===== src/rtl/ahbl_aphase_arbiter.sv =====
// AHB-Lite address-phase arbiter for N masters feeding one slave-side port.
// Each master has a one-entry cache that holds an address phase the slave
// has not yet taken. Arbitration is round-robin or fixed priority. A grant
// issued while the slave stalls is locked until the slave accepts it.
module ahbl_aphase_arbiter #(
  parameter int N_MASTERS  = 2,
  parameter int APHASE_W   = 46,
  parameter int HTRANS_LSB = 1,
  parameter int RR_MODE    = 1,
  localparam int IDW       = $clog2(N_MASTERS)
) (
  input  logic                          HCLK,
  input  logic                          HRESET,
  input  logic [N_MASTERS*APHASE_W-1:0] m_aphase_in,
  output logic [N_MASTERS-1:0]          m_hready_out,
  output logic [APHASE_W-1:0]           s_aphase_out,
  input  logic                          s_hready_in,
  output logic [IDW-1:0]                grant_id,
  output logic                          grant_valid,
  output logic [IDW-1:0]                dphase_id,
  output logic                          dphase_valid
);

  // Registered state
  logic [N_MASTERS-1:0] valid_q, valid_d;
  logic [APHASE_W-1:0]  cache_q [N_MASTERS];
  logic [APHASE_W-1:0]  cache_d [N_MASTERS];
  logic                 lock_q, lock_d;
  logic [IDW-1:0]       lock_id_q, lock_id_d;
  logic [IDW-1:0]       rr_ptr_q, rr_ptr_d;
  logic [IDW-1:0]       dphase_id_q, dphase_id_d;
  logic                 dphase_valid_q, dphase_valid_d;

  // Per-master views of the incoming phases
  logic [APHASE_W-1:0]  slice [N_MASTERS];
  logic [APHASE_W-1:0]  eff   [N_MASTERS];
  logic [N_MASTERS-1:0] active;
  logic [N_MASTERS-1:0] pend;
  logic                 acc;

  // Split the master bus, detect non-IDLE transfers, pick live or cached phase.
  always_comb begin
    for (int i = 0; i < N_MASTERS; i++) begin
      slice[i]  = m_aphase_in[i*APHASE_W +: APHASE_W];
      active[i] = (slice[i][HTRANS_LSB +: 2] != 2'b00);
      pend[i]   = valid_q[i] | active[i];
      eff[i]    = valid_q[i] ? cache_q[i] : slice[i];
    end
  end

  // Arbitration: a locked (stalled) grant wins, otherwise RR or fixed priority.
  always_comb begin
    int  idx;
    logic found;
    // NOTE: every output of a combinational block gets a default first, so no path leaves it unassigned and no latch is inferred.
    grant_id = '0;
    idx      = 0;
    found    = 1'b0;
    if (lock_q) begin
      grant_id = lock_id_q;
    end else if (RR_MODE != 0) begin
      for (int k = 1; k <= N_MASTERS; k++) begin
        idx = (int'(rr_ptr_q) + k) % N_MASTERS;
        if (!found && pend[idx]) begin
          grant_id = IDW'(idx);
          found    = 1'b1;
        end
      end
    end else begin
      for (int i = N_MASTERS - 1; i >= 0; i--) begin
        if (pend[i]) grant_id = IDW'(i);
      end
    end
    grant_valid  = lock_q | (|pend);
    s_aphase_out = grant_valid ? eff[grant_id] : '0;
  end

  assign acc = grant_valid & s_hready_in;

  // Next state: accept, idle-slave retire, stall lock and per-master capture.
  always_comb begin
    valid_d        = valid_q;
    cache_d        = cache_q;
    lock_d         = lock_q;
    lock_id_d      = lock_id_q;
    rr_ptr_d       = rr_ptr_q;
    dphase_id_d    = dphase_id_q;
    dphase_valid_d = dphase_valid_q;

    if (acc) begin
      dphase_id_d    = grant_id;
      dphase_valid_d = 1'b1;
      rr_ptr_d       = grant_id;
      lock_d         = 1'b0;
    end else if (s_hready_in) begin
      // Slave ready with nothing to take: the data phase simply ends.
      dphase_valid_d = 1'b0;
    end else if (grant_valid) begin
      // Slave stalling: freeze this grant until it is taken.
      lock_d    = 1'b1;
      lock_id_d = grant_id;
    end

    for (int i = 0; i < N_MASTERS; i++) begin
      if (acc && grant_id == IDW'(i)) begin
        valid_d[i] = 1'b0;
        cache_d[i] = '0;
      end else if (active[i] && !valid_q[i]) begin
        valid_d[i] = 1'b1;
        cache_d[i] = slice[i];
      end
    end
  end

  // State register with synchronous reset; pending phases are dropped on reset.
  always_ff @(posedge HCLK) begin
    if (HRESET) begin
      valid_q        <= '0;
      // NOTE: the phase cache is a handful of flops, not a RAM, and must read back as zero after reset, so it is cleared here.
      cache_q        <= '{default: '0};
      lock_q         <= 1'b0;
      lock_id_q      <= '0;
      rr_ptr_q       <= IDW'(N_MASTERS - 1);
      dphase_id_q    <= '0;
      dphase_valid_q <= 1'b0;
    end else begin
      // NOTE: non-blocking assignments so every register samples the pre-edge values computed above.
      valid_q        <= valid_d;
      cache_q        <= cache_d;
      lock_q         <= lock_d;
      lock_id_q      <= lock_id_d;
      rr_ptr_q       <= rr_ptr_d;
      dphase_id_q    <= dphase_id_d;
      dphase_valid_q <= dphase_valid_d;
    end
  end

  // HREADY back to each master: data-phase owner follows the slave, a master
  // with a waiting cached phase is stalled, everyone else sees ready.
  always_comb begin
    for (int i = 0; i < N_MASTERS; i++) begin
      if (dphase_valid_q && dphase_id_q == IDW'(i)) m_hready_out[i] = s_hready_in;
      else if (valid_q[i])                          m_hready_out[i] = 1'b0;
      else                                          m_hready_out[i] = 1'b1;
    end
  end

  assign dphase_id    = dphase_id_q;
  assign dphase_valid = dphase_valid_q;

endmodule


===== config.mk =====
export PLATFORM = sky130hd
export DESIGN_NAME = ahbl_aphase_arbiter
export DESIGN_NICKNAME = d
export VERILOG_FILES = /design/src/rtl/ahbl_aphase_arbiter.sv
export SDC_FILE = /design/constraint.sdc
export NUM_CORES = 1
export LEC_CHECK = 0
export ABC_AREA = 1
export BUFFER_PORTS_ARGS = -buffer_cell sky130_fd_sc_hd__buf_2
export CORE_UTILIZATION = 41
export CTS_BUF_LIST = sky130_fd_sc_hd__clkbuf_8 sky130_fd_sc_hd__clkbuf_16
export DETAILED_ROUTE_END_ITERATION = 10
export GPL_TIMING_DRIVEN = 0
export SYNTH_ARGS = -nofsm -noshare
export SYNTH_HDL_FRONTEND = slang
export SYNTH_SLANG_ARGS = --single-unit

===== constraint.sdc =====
create_clock -name HCLK -period 4.7 [get_ports HCLK]
set_input_delay 1.175 -clock HCLK [delete_from_list [all_inputs] [get_ports HCLK]]
set_output_delay 1.175 -clock HCLK [all_outputs]
set_load 0.005 [all_outputs]

* Yosys cells after proc, flatten, opt, wreduce, memory -nomap -nowiden
Cells that the tools add are included.
** Storage, ports and cells
- Word-level logic and storage cells :: 67
- Register bits after elaboration :: 99
** Cells by class
- Bitwise operators :: 11
- $lt $le $gt $ge :: 3
- Add/sub/neg operators :: 2
- Multiplexer cells :: 23
- Reductions and logical operators :: 19
** Operators by type and width (number)
- $mux W46 :: 6
- $mux W1 :: 17
- $reduce_or A2 Y1 :: 4
- $logic_and A1 B1 Y1 :: 7
- $lt A2 B3 Y1 const B :: 2
- $reduce_bool A2 Y1 :: 3
- $not A1 Y1 :: 4
- $logic_not A1 Y1 :: 3
- $or A1 B1 Y1 :: 3
- $reduce_and A3 Y1 :: 1
- $add A1 B1 Y1 const B :: 2
- $and A1 B1 Y1 const A :: 2
- $ge A2 B2 Y1 const B :: 1
- $not A1 Y2 :: 1
- $reduce_and A2 Y1 :: 1
- $and A1 B1 Y1 :: 1

* Logic depth before layout (Yosys ltp)
Gate-level depths: netlist of run 1.
- Depth in word-level cells :: 16
- Mapped depth :: 9

* Worst setup path before layout of run 1
OpenSTA, ideal clock, no wires.
- Path type :: input -> output
- Start :: in m_aphase_in[2]
- End :: out s_aphase_out[25]
- Setup slack :: 1.472 ns
- Arrival :: 2.053 ns
- Data required time :: 3.525 ns
- Cell stages on the path :: 9
- Cells stage by stage :: inv_1 > nand3_2 > nand2_1 > nand3_2 > buf_6 > buf_2 > nand2_1 > nand2_1 > nor2_1
** On the way
- Word-level cells in the longest chain between the ends :: 16
- Elaborated cells on any way between the ends :: 22
- Classes of those cells :: 15 x mux; 3 x bitwise; 4 x reduce/logical
** RTL lines
- start, declared :: line 14 : input logic [N_MASTERS*APHASE_W-1:0] m_aphase_in,
- $reduce_bool A2 Y1 * :: line 45 : active[i] = (slice[i][HTRANS_LSB +: 2] != 2'b00);
- $or A1 B1 Y1 * :: line 46 : pend[i] = valid_q[i] | active[i];
- $mux W1 (not written as such) (3 in series) :: line 64 : if (!found && pend[idx]) begin
- $mux W1 :: line 64
- $mux W1 :: line 59 : if (lock_q) begin
- $logic_not A1 Y1 :: line 64
- $logic_and A1 B1 Y1 :: line 64
- $mux W1 :: line 64
- $mux W1 :: line 59
- $not A1 Y2 (not written as such) :: line 75 : s_aphase_out = grant_valid ? eff[grant_id] : '0;
- $mux W46 (not written as such) (3 in series) :: line 75
- $mux W46 * :: line 75
- end, declared :: line 16 : output logic [APHASE_W-1:0] s_aphase_out,
Mark *: on every way between the ends. The rest lies on a longest branch, timed or not. The select of a mux whose other input is x is not followed.

* Worst setup path after layout of run 1
- Start :: in m_aphase_in[47]
- End :: out s_aphase_out[2]
Same word-level chain as after synthesis.

==> results of run 1 <==
## routing by layer
metal  track usage  vias to the layer above  share of wire
met5             0                        -              0
met4        0.0742                        0          0.012
met3        0.0304                       14          0.048
met2         0.375                      149           0.43
met1         0.354                     2645           0.51
li1              -                     3177              -
## kinds of logic after synthesis
family | after synthesis | synth area share
AO/OA/AOI/OAI | 195 | 0.174
buffers and inverters | 164 | 0.128
flip-flops | 99 | 0.350
AND/OR/NAND/NOR | 475 | 0.349
## cell type report
| class | instances | area, sq um | area share |
|---|---|---|---|
| buffer | 62 | 344 | 0.0497 |
| clock buffer | 9 | 225 | 0.0325 |
| clock inverter | 5 | 72.6 | 0.0105 |
| inverter | 102 | 383 | 0.0553 |
| multi-input combinational | 670 | 2960 | 0.428 |
| sequential | 99 | 1980 | 0.286 |
| tap | 176 | 220 | 0.0318 |
| timing repair buffer | 146 | 731 | 0.106 |
## flip-flops by register name, indices dropped and copies added, names as in the netlist
name,count
dphase_id,1
lock_q,1
lock_id_q,1
rr_ptr_q,1
valid_q,2
cache_q,92
dphase_valid,1
## Yosys cell counts
library cell and number:
nand3_2 3, inv_2 2, buf_6 5, dfxtp_1 99, buf_2 29, nand2_2 1, nand3_1 1, or2_1 1
a31oi_1 2, o21ai_0 48, nand2_1 143, o21ai_1 1, a21oi_1 142, nor2_2 3, nor3_1 1, o21ai_2 1
buf_1 4, buf_4 4, clkbuf_1 18, nand4_1 1, nor2_1 300, buf_8 2, o21bai_1 1, nor2_4 21
inv_1 100
## power by group
part           leakage (nW)  switching (W)  internal [W]
combinational          2.65       0.000437      0.000260
sequential            0.813      0.0000307      0.000900
clock                 0.154       0.000316      0.000456
total                  3.62       0.000784       0.00162
## worst max path at each step
stage,start,endpoint,slack (ps),cells past startpoint
6_report,m_aphase_in[47],s_aphase_out[2],750,9
5_1_grt,m_aphase_in[47],s_aphase_out[2],690,9
3_5_place_dp,m_aphase_in[47],s_aphase_out[1],820,9
4_1_cts,m_aphase_in[47],s_aphase_out[2],790,9
2_1_floorplan,m_aphase_in[2],s_aphase_out[25],1470,9
3_3_place_gp,m_aphase_in[47],s_aphase_out[3],810,9
## tightest hold or removal path, stage by stage (launching register included)
cell and delay (ps):
dfxtp_1 310, nand2_1 60, a21oi_1 50
## through the flow
stage | total power, W | utilization | worst slack, ps | hold WS (ps) | cells
floorplan | 0.00139 | - | 1470 | 428 | 933
global placement | 0.00164 | 0.496 | 809 | 450 | 1255
detailed placement | 0.00164 | 0.496 | 823 | 446 | 1255
CTS | 0.00241 | 0.518 | 795 | 462 | 1269
global route | 0.00254 | 0.518 | 685 | 474 | 1269
finish | 0.00240 | 0.518 | 752 | 462 | 1269
==> impl_metrics.ini, run 1 <==
[worst_setup_path]
timing.rr.start = valid_q[0]
reg2reg_slack_ps = 3040
critical_path_required_ps = 3520
path_delay_family = buffers and inverters
slowest_stage = nor2_1
end_kind = output port
r2r.worst_path.cells = 8
cp_max_fo = 10
cp_common_cell = buf_2
cpPeakStageDelay_ps = 280
cp_cell_sequence = buf_2, nor2_1, nand3_2, nand3_2, buf_6, buf_2, nand2_1, o21ai_0, buf_2
critPathArrivalTime_ps = 2770
r2r-end = cache_q[39]
timing.critical_path.buf_inv = 4
worstSetupPathType = input pin to output port
cp-start-kind = input pin

[yosys]
yosysUniqueCellTypes = 25
syn_inst = 933
netlist_area_sq_um = 5670
yosysTopAreaCell = dfxtp_1
synth_warnings = 0
syn-num-nets = 1028
synth_top_cell_area_share = 0.350
syn_avg_cell_area_sq_um = 6.08
ys_seq_area_frac = 0.350
synth.area.top_cells = dfxtp_1 (35%), nor2_1 (20%), a21oi_1 (13%)
yosys_register_bits = 99

[run_status]
outcome = completed

[drt]
drt-total-wl_mm = 17.0
routedWlPerCell_um = 13.4
drc_errors = 0
vias = 5985
postRouteAntennaNets = 0
drtIter0Drc = 397
drt_first_pass_iters = 5
via_per_inst = 4.72

[power]
powerDensity_nw_per_um2 = 347
irDropWorstVdd_mv = 0.182
power_leakage_nw = 3.62

[finish]
layout_common_cells = nor2_1 (300), buf_2 (175), nand2_1 (143)
drive_gt1_frac = 0.210
final_area_sq_um = 6920
fin_nets = 1185
n_antenna_cell = 0
syn_to_final_growth_pct = 22.0
fillers = 1506
final_common_cell = nor2_1

[min_path]
min_path_cells = 2
min_path_type = register to register
holdPathEnd = lock_id_q
min_from = lock_id_q

[sta]
rsz0062_at_grt = no
tightest_slew_ps = 581
final-setup-viol-count = 0
clock_skew_ps = 8.86
max_clock_freq_mhz = 253
period_needed_ps = 3950
slew_headroom = 0.613
finalCritPeriodShare = 0.840
drv_slew = 0
fin_setup_tns_ps = 0
hold_viol_final = 0

[placement]
dpl_cell_area_sq_um = 6620
gp_congestion = 0.823
port_buffers = 146
post-dp-hpwl_mm = 12.8

[global_routing]
overflow = 0
grt_pass1_vias = 5341
grt_antenna_before_repair = 0
grt.total_usage = 0.244
grt_first_pass_wirelength_mm = 27.3
grt_max_degree = 15

[floorplanning]
die_w_um = 120
io_pins = 147
rows = 42
initial_core_util = 0.425
die_h_um = 120
coreArea_sq_um = 13300
die_area_sq_um = 14300

[clock_tree]
cts_tree = yes
cts_resized = 0
ctsHoldBuffers = 0
numClockSinks = 99
postCtsSetupRepairBufs = 0
clk_pin_slew_worst_paths_ps = 60
cts_buffers = 9
clockBufferDepth = 2
cts_root_buffer = clkbuf_16
clock_latency_ps = 350
cts_max_level = 3

[run]
cap_violations = 0
Power figures use the tool's default switching activity.
==> run 2, diff against run 1 <==
- ABC_AREA: 1 -> 0
- PLACE_DENSITY: not set -> 0.67
- clock period: 4.7 -> 3.3 ns (I/O delays scaled with it)
==> impl_metrics.ini, run 2 <==
[finish]
drive_gt1_frac = 0.315
n_antenna_cell = 0
final_util = 0.521
syn_to_final_growth_pct = 23.2
top_regs = cache_q x92, valid_q x2
layout_common_cells = buf_2 (167), mux2i_1 (131), dfxtp_1 (99)
fillers = 1254
finalNonFillerCells = 955
largest_register = cache_q
largest_register_ffs = 92
final_common_cell = buf_2
fin_nets = 869

[yosys]
synthAdderAreaFrac = 0
yosysTopAreaCell = dfxtp_1
synth_compound_area_frac = 0.173
syn_inst = 614
synth.most_common_cell = mux2i_1
synth.area.top_cells = dfxtp_1 (35%), mux2i_1 (24%), mux2_2 (8.8%)
synthSimpleGateAreaFrac = 0.0821
yosys_register_bits = 99
netlist_area_sq_um = 5620
synthMuxAreaShare = 0.327
yosysUniqueCellTypes = 35
synthFlopType = dfxtp_1
async_flop_share = 0
synth_xor_area_frac = 0
synth_top_family_by_area = multiplexers
syn_avg_cell_area_sq_um = 9.16
synth_edf_count = 0
ys_seq_area_frac = 0.352
synth_warnings = 0
synth_top_cell_area_share = 0.352
synth.top_cells.by_count = mux2i_1 (134), dfxtp_1 (99), nand2_1 (90)
syn-num-nets = 709

[floorplanning]
die_h_um = 119
rows = 42
coreArea_sq_um = 13300
die_w_um = 119
initial_core_util = 0.423
die_area_sq_um = 14200
io_pins = 147

[drt]
via_per_inst = 5.33
drt-total-wl_mm = 15.8
drt_first_pass_iters = 5
routedWlPerCell_um = 16.5
drc_errors = 0
vias = 5087
postRouteAntennaNets = 0
drtIter0Drc = 222

[placement]
port_buffers = 145
gp_congestion = 0.770
place_inst = 935
post-dp-hpwl_mm = 11.9

[worst_setup_path]
cpPeakStageDelay_ps = 580
slowest_stage = or4_4
critPathArrivalTime_ps = 2440
cp_max_fo = 10
path_delay_family = buffers and inverters
worstSetupPathType = input pin to output port
end_kind = output port
critical_path_required_ps = 2470
cp-start-kind = input pin
cp_cell_sequence = buf_6, or4_4, o311ai_4, buf_8, buf_12, mux2i_1, buf_2
timing.critical_path.buf_inv = 4

[clock_tree]
numClockSinks = 99
clk_pin_slew_worst_paths_ps = 70
cts_tree = yes
clock_latency_ps = 350
cts_root_buffer = clkbuf_16
cts_buffers = 9
cts_max_level = 3
clockBufferDepth = 2

[min_path]
min_path_type = register to register

[run_status]
outcome = completed

[global_routing]
overflow = 0
grt_pass1_vias = 4993
grt_antenna_before_repair = 1
grt_max_degree = 15
grt_first_pass_wirelength_mm = 25.2
grt.total_usage = 0.226

[sta]
finalCritPeriodShare = 0.990
clock_skew_ps = 4.78
tightest_slew_ps = 893
final-setup-viol-count = 0
max_clock_freq_mhz = 306
fin_setup_tns_ps = 0
drv_slew = 0
period_needed_ps = 3270
hold_viol_final = 0
rsz0062_at_grt = no
slew_headroom = 0.404

[power]
irDropWorstVdd_mv = 0.201
power_leakage_nw = 3.08
powerDensity_nw_per_um2 = 473

[run]
cap_violations = 0
-- run 2: changes by cell type in the layout (fill, tap and decap cells not counted), moves of 11 or more --
cell	change
clkbuf_1	+11
a211oi_1	+47
a21oi_1	-89
nor2_4	-21
inv_1	-93
nor2_1	-294
mux2i_1	+131
nand2_1	-53
mux2_2	+44
-- run 2: metrics by stage --
stage | cell area (sq um) | hold slack (ps) | setup WS (ps) | total power (W)
finish | 6930 | 455 | 33.2 | 0.00328
global route | 6930 | 475 | 10.1 | 0.00344
CTS | 6870 | 455 | 11.8 | 0.00328
detailed placement | 6570 | 446 | -77.6 | 0.00228
global placement | 6570 | 441 | -47.4 | 0.00225
floorplan | 5620 | 436 | 412 | 0.00195
-- run 2: path summary, 6_finish.rpt --
check	startpoint	endpoint	slack, ps	depth (start not counted)
worst max-delay path	m_aphase_in[48]	s_aphase_out[14]	30	7
worst min register to register	cache_q[4]	cache_q[4]	450	2
worst max register to register	valid_q[0]	cache_q[19]	1060	6
worst min-delay path	cache_q[4]	cache_q[4]	450	2
-- run 2: where the power goes --
group	switching [W]	internal (W)	total (W)
clock	0.000455	0.000543	0.000998
combinational	0.000496	0.000455	0.000951
sequential	0.0000442	0.00128	0.00133
-- run 2: cell type report --
class	instances	area, sq um	share of cell area
sequential	99	1980	0.286
buffer	60	335	0.0484
tap	176	220	0.0318
clock buffer	11	253	0.0365
timing repair buffer	152	806	0.116
inverter	5	18.8	0.00271
multi-input combinational	447	3290	0.475
clock inverter	5	22.5	0.00325
-- run 2: repair_timing --
item | CTS | global route
resized for setup | 2 | 7
buffers inserted | 3 | 3
gates cloned | 0 | 1
hold buffers | 0 | 0
endpoints found under the setup margin | 18 | 28
pin swaps | 0 | 2
-- run 2: worst min-delay path: stages (launching register included) --
cell and delay (ps):
dfxtp_1 310, nand2_1 50, a21oi_1 50
-- run 2: metal layers --
metal  global-route usage  vias up  share of wire
li1                     -     2529              -
met1                0.293     2385           0.46
met2                0.370      150           0.47
met3               0.0412       21          0.054
met4               0.0847        2          0.016
met5                    0        -        0.00082
-- run 2: logic make-up (layout without fill, tap and decap cells) --
group / after synthesis / in the layout
buffers and inverters: 68 / 233
flip-flops: 99 / 99
multiplexers: 178 / 178
AO/OA/AOI/OAI: 158 / 158
AND/OR/NAND/NOR: 111 / 111
==> run 3, diff against run 2 <==
--- a/config.mk
+++ b/config.mk
@@ -8,3 +8,2 @@
 export ABC_AREA = 0
-export BUFFER_PORTS_ARGS = -buffer_cell sky130_fd_sc_hd__buf_2
 export CORE_UTILIZATION = 41
@@ -12,4 +11,4 @@
 export DETAILED_ROUTE_END_ITERATION = 10
+export DONT_BUFFER_PORTS = 1
 export GPL_TIMING_DRIVEN = 0
-export PLACE_DENSITY = 0.67
 export SYNTH_ARGS = -nofsm -noshare
==> constraint.sdc (replaced) <==
create_clock -name HCLK -period 3.3 [get_ports HCLK]
set_input_delay 0.165 -clock HCLK [delete_from_list [all_inputs] [get_ports HCLK]]
set_output_delay 0.165 -clock HCLK [all_outputs]
set_load 0.005 [all_outputs]
==> impl_metrics.ini, run 3 (synthesis results as in run 2) <==
[clock_tree]
ctsHoldBuffers = 46
cts_root_buffer = clkbuf_16
cts_tree = yes
postCtsSetupRepairBufs = 0
clk_pin_slew_worst_paths_ps = 70
numClockSinks = 99
clockBufferDepth = 2
cts_resized = 0
cts_buffers = 9
clock_latency_ps = 350
cts_max_level = 3

[run]
cap_violations = 0

[drt]
drt-total-wl_mm = 16.1
drtIter0Drc = 192
routedWlPerCell_um = 18.9
postRouteAntennaNets = 0
drc_errors = 0
vias = 4802
via_per_inst = 5.66
drt_first_pass_iters = 4

[placement]
post-dp-hpwl_mm = 11.5
dpl_cell_area_sq_um = 5840
port_buffers = 0
pre_cts_ws_ps = 1080
gp_congestion = 0.768

[finish]
largest_register_ffs = 92
n_antenna_cell = 0
regArea_sq_um = 1980
layout_common_cells = mux2i_1 (134), dfxtp_1 (99), nand2_1 (90)
top_regs = cache_q x92, valid_q x2
fillers = 1265
multi_input_area_sq_um = 3270
fin_nets = 766
final_common_cell = mux2i_1
final_area_sq_um = 6550
drive_gt1_frac = 0.131
syn_to_final_growth_pct = 16.6
largest_register = cache_q

[worst_setup_path]
end_kind = output port
cp-start-kind = register
reg2reg_slack_ps = 1040
critical_path_required_ps = 3130
worstSetupPathType = register to output port
critPathArrivalTime_ps = 2300
timing.rr.start = valid_q[0]
cp_max_fo = 10
cp-startpoint = valid_q[1]

[global_routing]
grt_first_pass_wirelength_mm = 25.5
overflow = 0
grt.total_usage = 0.230
grt_antenna_before_repair = 0
grt_pass1_vias = 5045
grt_max_degree = 14

[sta]
hold_viol_final = 0
slew_headroom = 0.410
drv_slew = 0
whs_ps = 33.9
setup_slack_ps = 835
tightest_slew_ps = 883
finalCritPeriodShare = 0.747
fin_setup_tns_ps = 0
period_needed_ps = 2460
rsz0062_at_grt = no
clock_skew_ps = 4.92
final-setup-viol-count = 0
max_clock_freq_mhz = 406

[power]
power_leakage_nw = 2.64
powerDensity_nw_per_um2 = 472
irDropWorstVdd_mv = 0.259
power_w = 0.00309

[floorplanning]
die_area_sq_um = 14200
die_w_um = 119
rows = 42
io_pins = 147
coreArea_sq_um = 13300
initial_core_util = 0.423
die_h_um = 119

[run_status]
outcome = completed

[min_path]
min_path_type = input pin to register
min_from = m_aphase_in[47]
run 3: worst paths after layout:
path,end,cells past startpoint
worst min-delay path,cache_q[1],2
worst max-delay path,s_aphase_out[1],7
worst max register to register,cache_q[17],6
worst min register to register,cache_q[0],2
run 3: per-stage QoR:
stage / std cells / utilization
5_1_grt: 849 / 0.493
2_1_floorplan: 614 / -
3_3_place_gp: 790 / 0.439
3_5_place_dp: 790 / 0.439
6_report: 849 / 0.493
4_1_cts: 849 / 0.493
run 3: final cells by class:
class	count	share of cell area
Timing Repair Buffer	46	0.0703
Clock buffer	10	0.0365
Buffer	63	0.0538
Tap cell	176	0.0336
Clock inverter	3	0.00172
Sequential cell	99	0.302
Inverter	5	0.00286
Multi-Input combinational cell	447	0.499
run 3: critical path: stages (launching register included):
cell	delay (ps)
dfxtp_1	300
buf_2	150
or4_4	520
buf_6	170
o311ai_4	120
buf_8	240
buf_12	160
mux2i_1	280
run 3: where the power goes:
group          switching (W)  internal [W]  total, W
Combinational       0.000443      0.000366  0.000810
Sequential         0.0000447       0.00128   0.00133
Clock               0.000441      0.000512  0.000952
run 3: per-layer routing:
metal	global-route usage	vias to the layer above	wire length, um
met5	0	-	0
met3	0.0512	25	978
met1	0.276	2306	7010
li1	-	2322	-
met2	0.396	149	7670
met4	0.0934	0	393
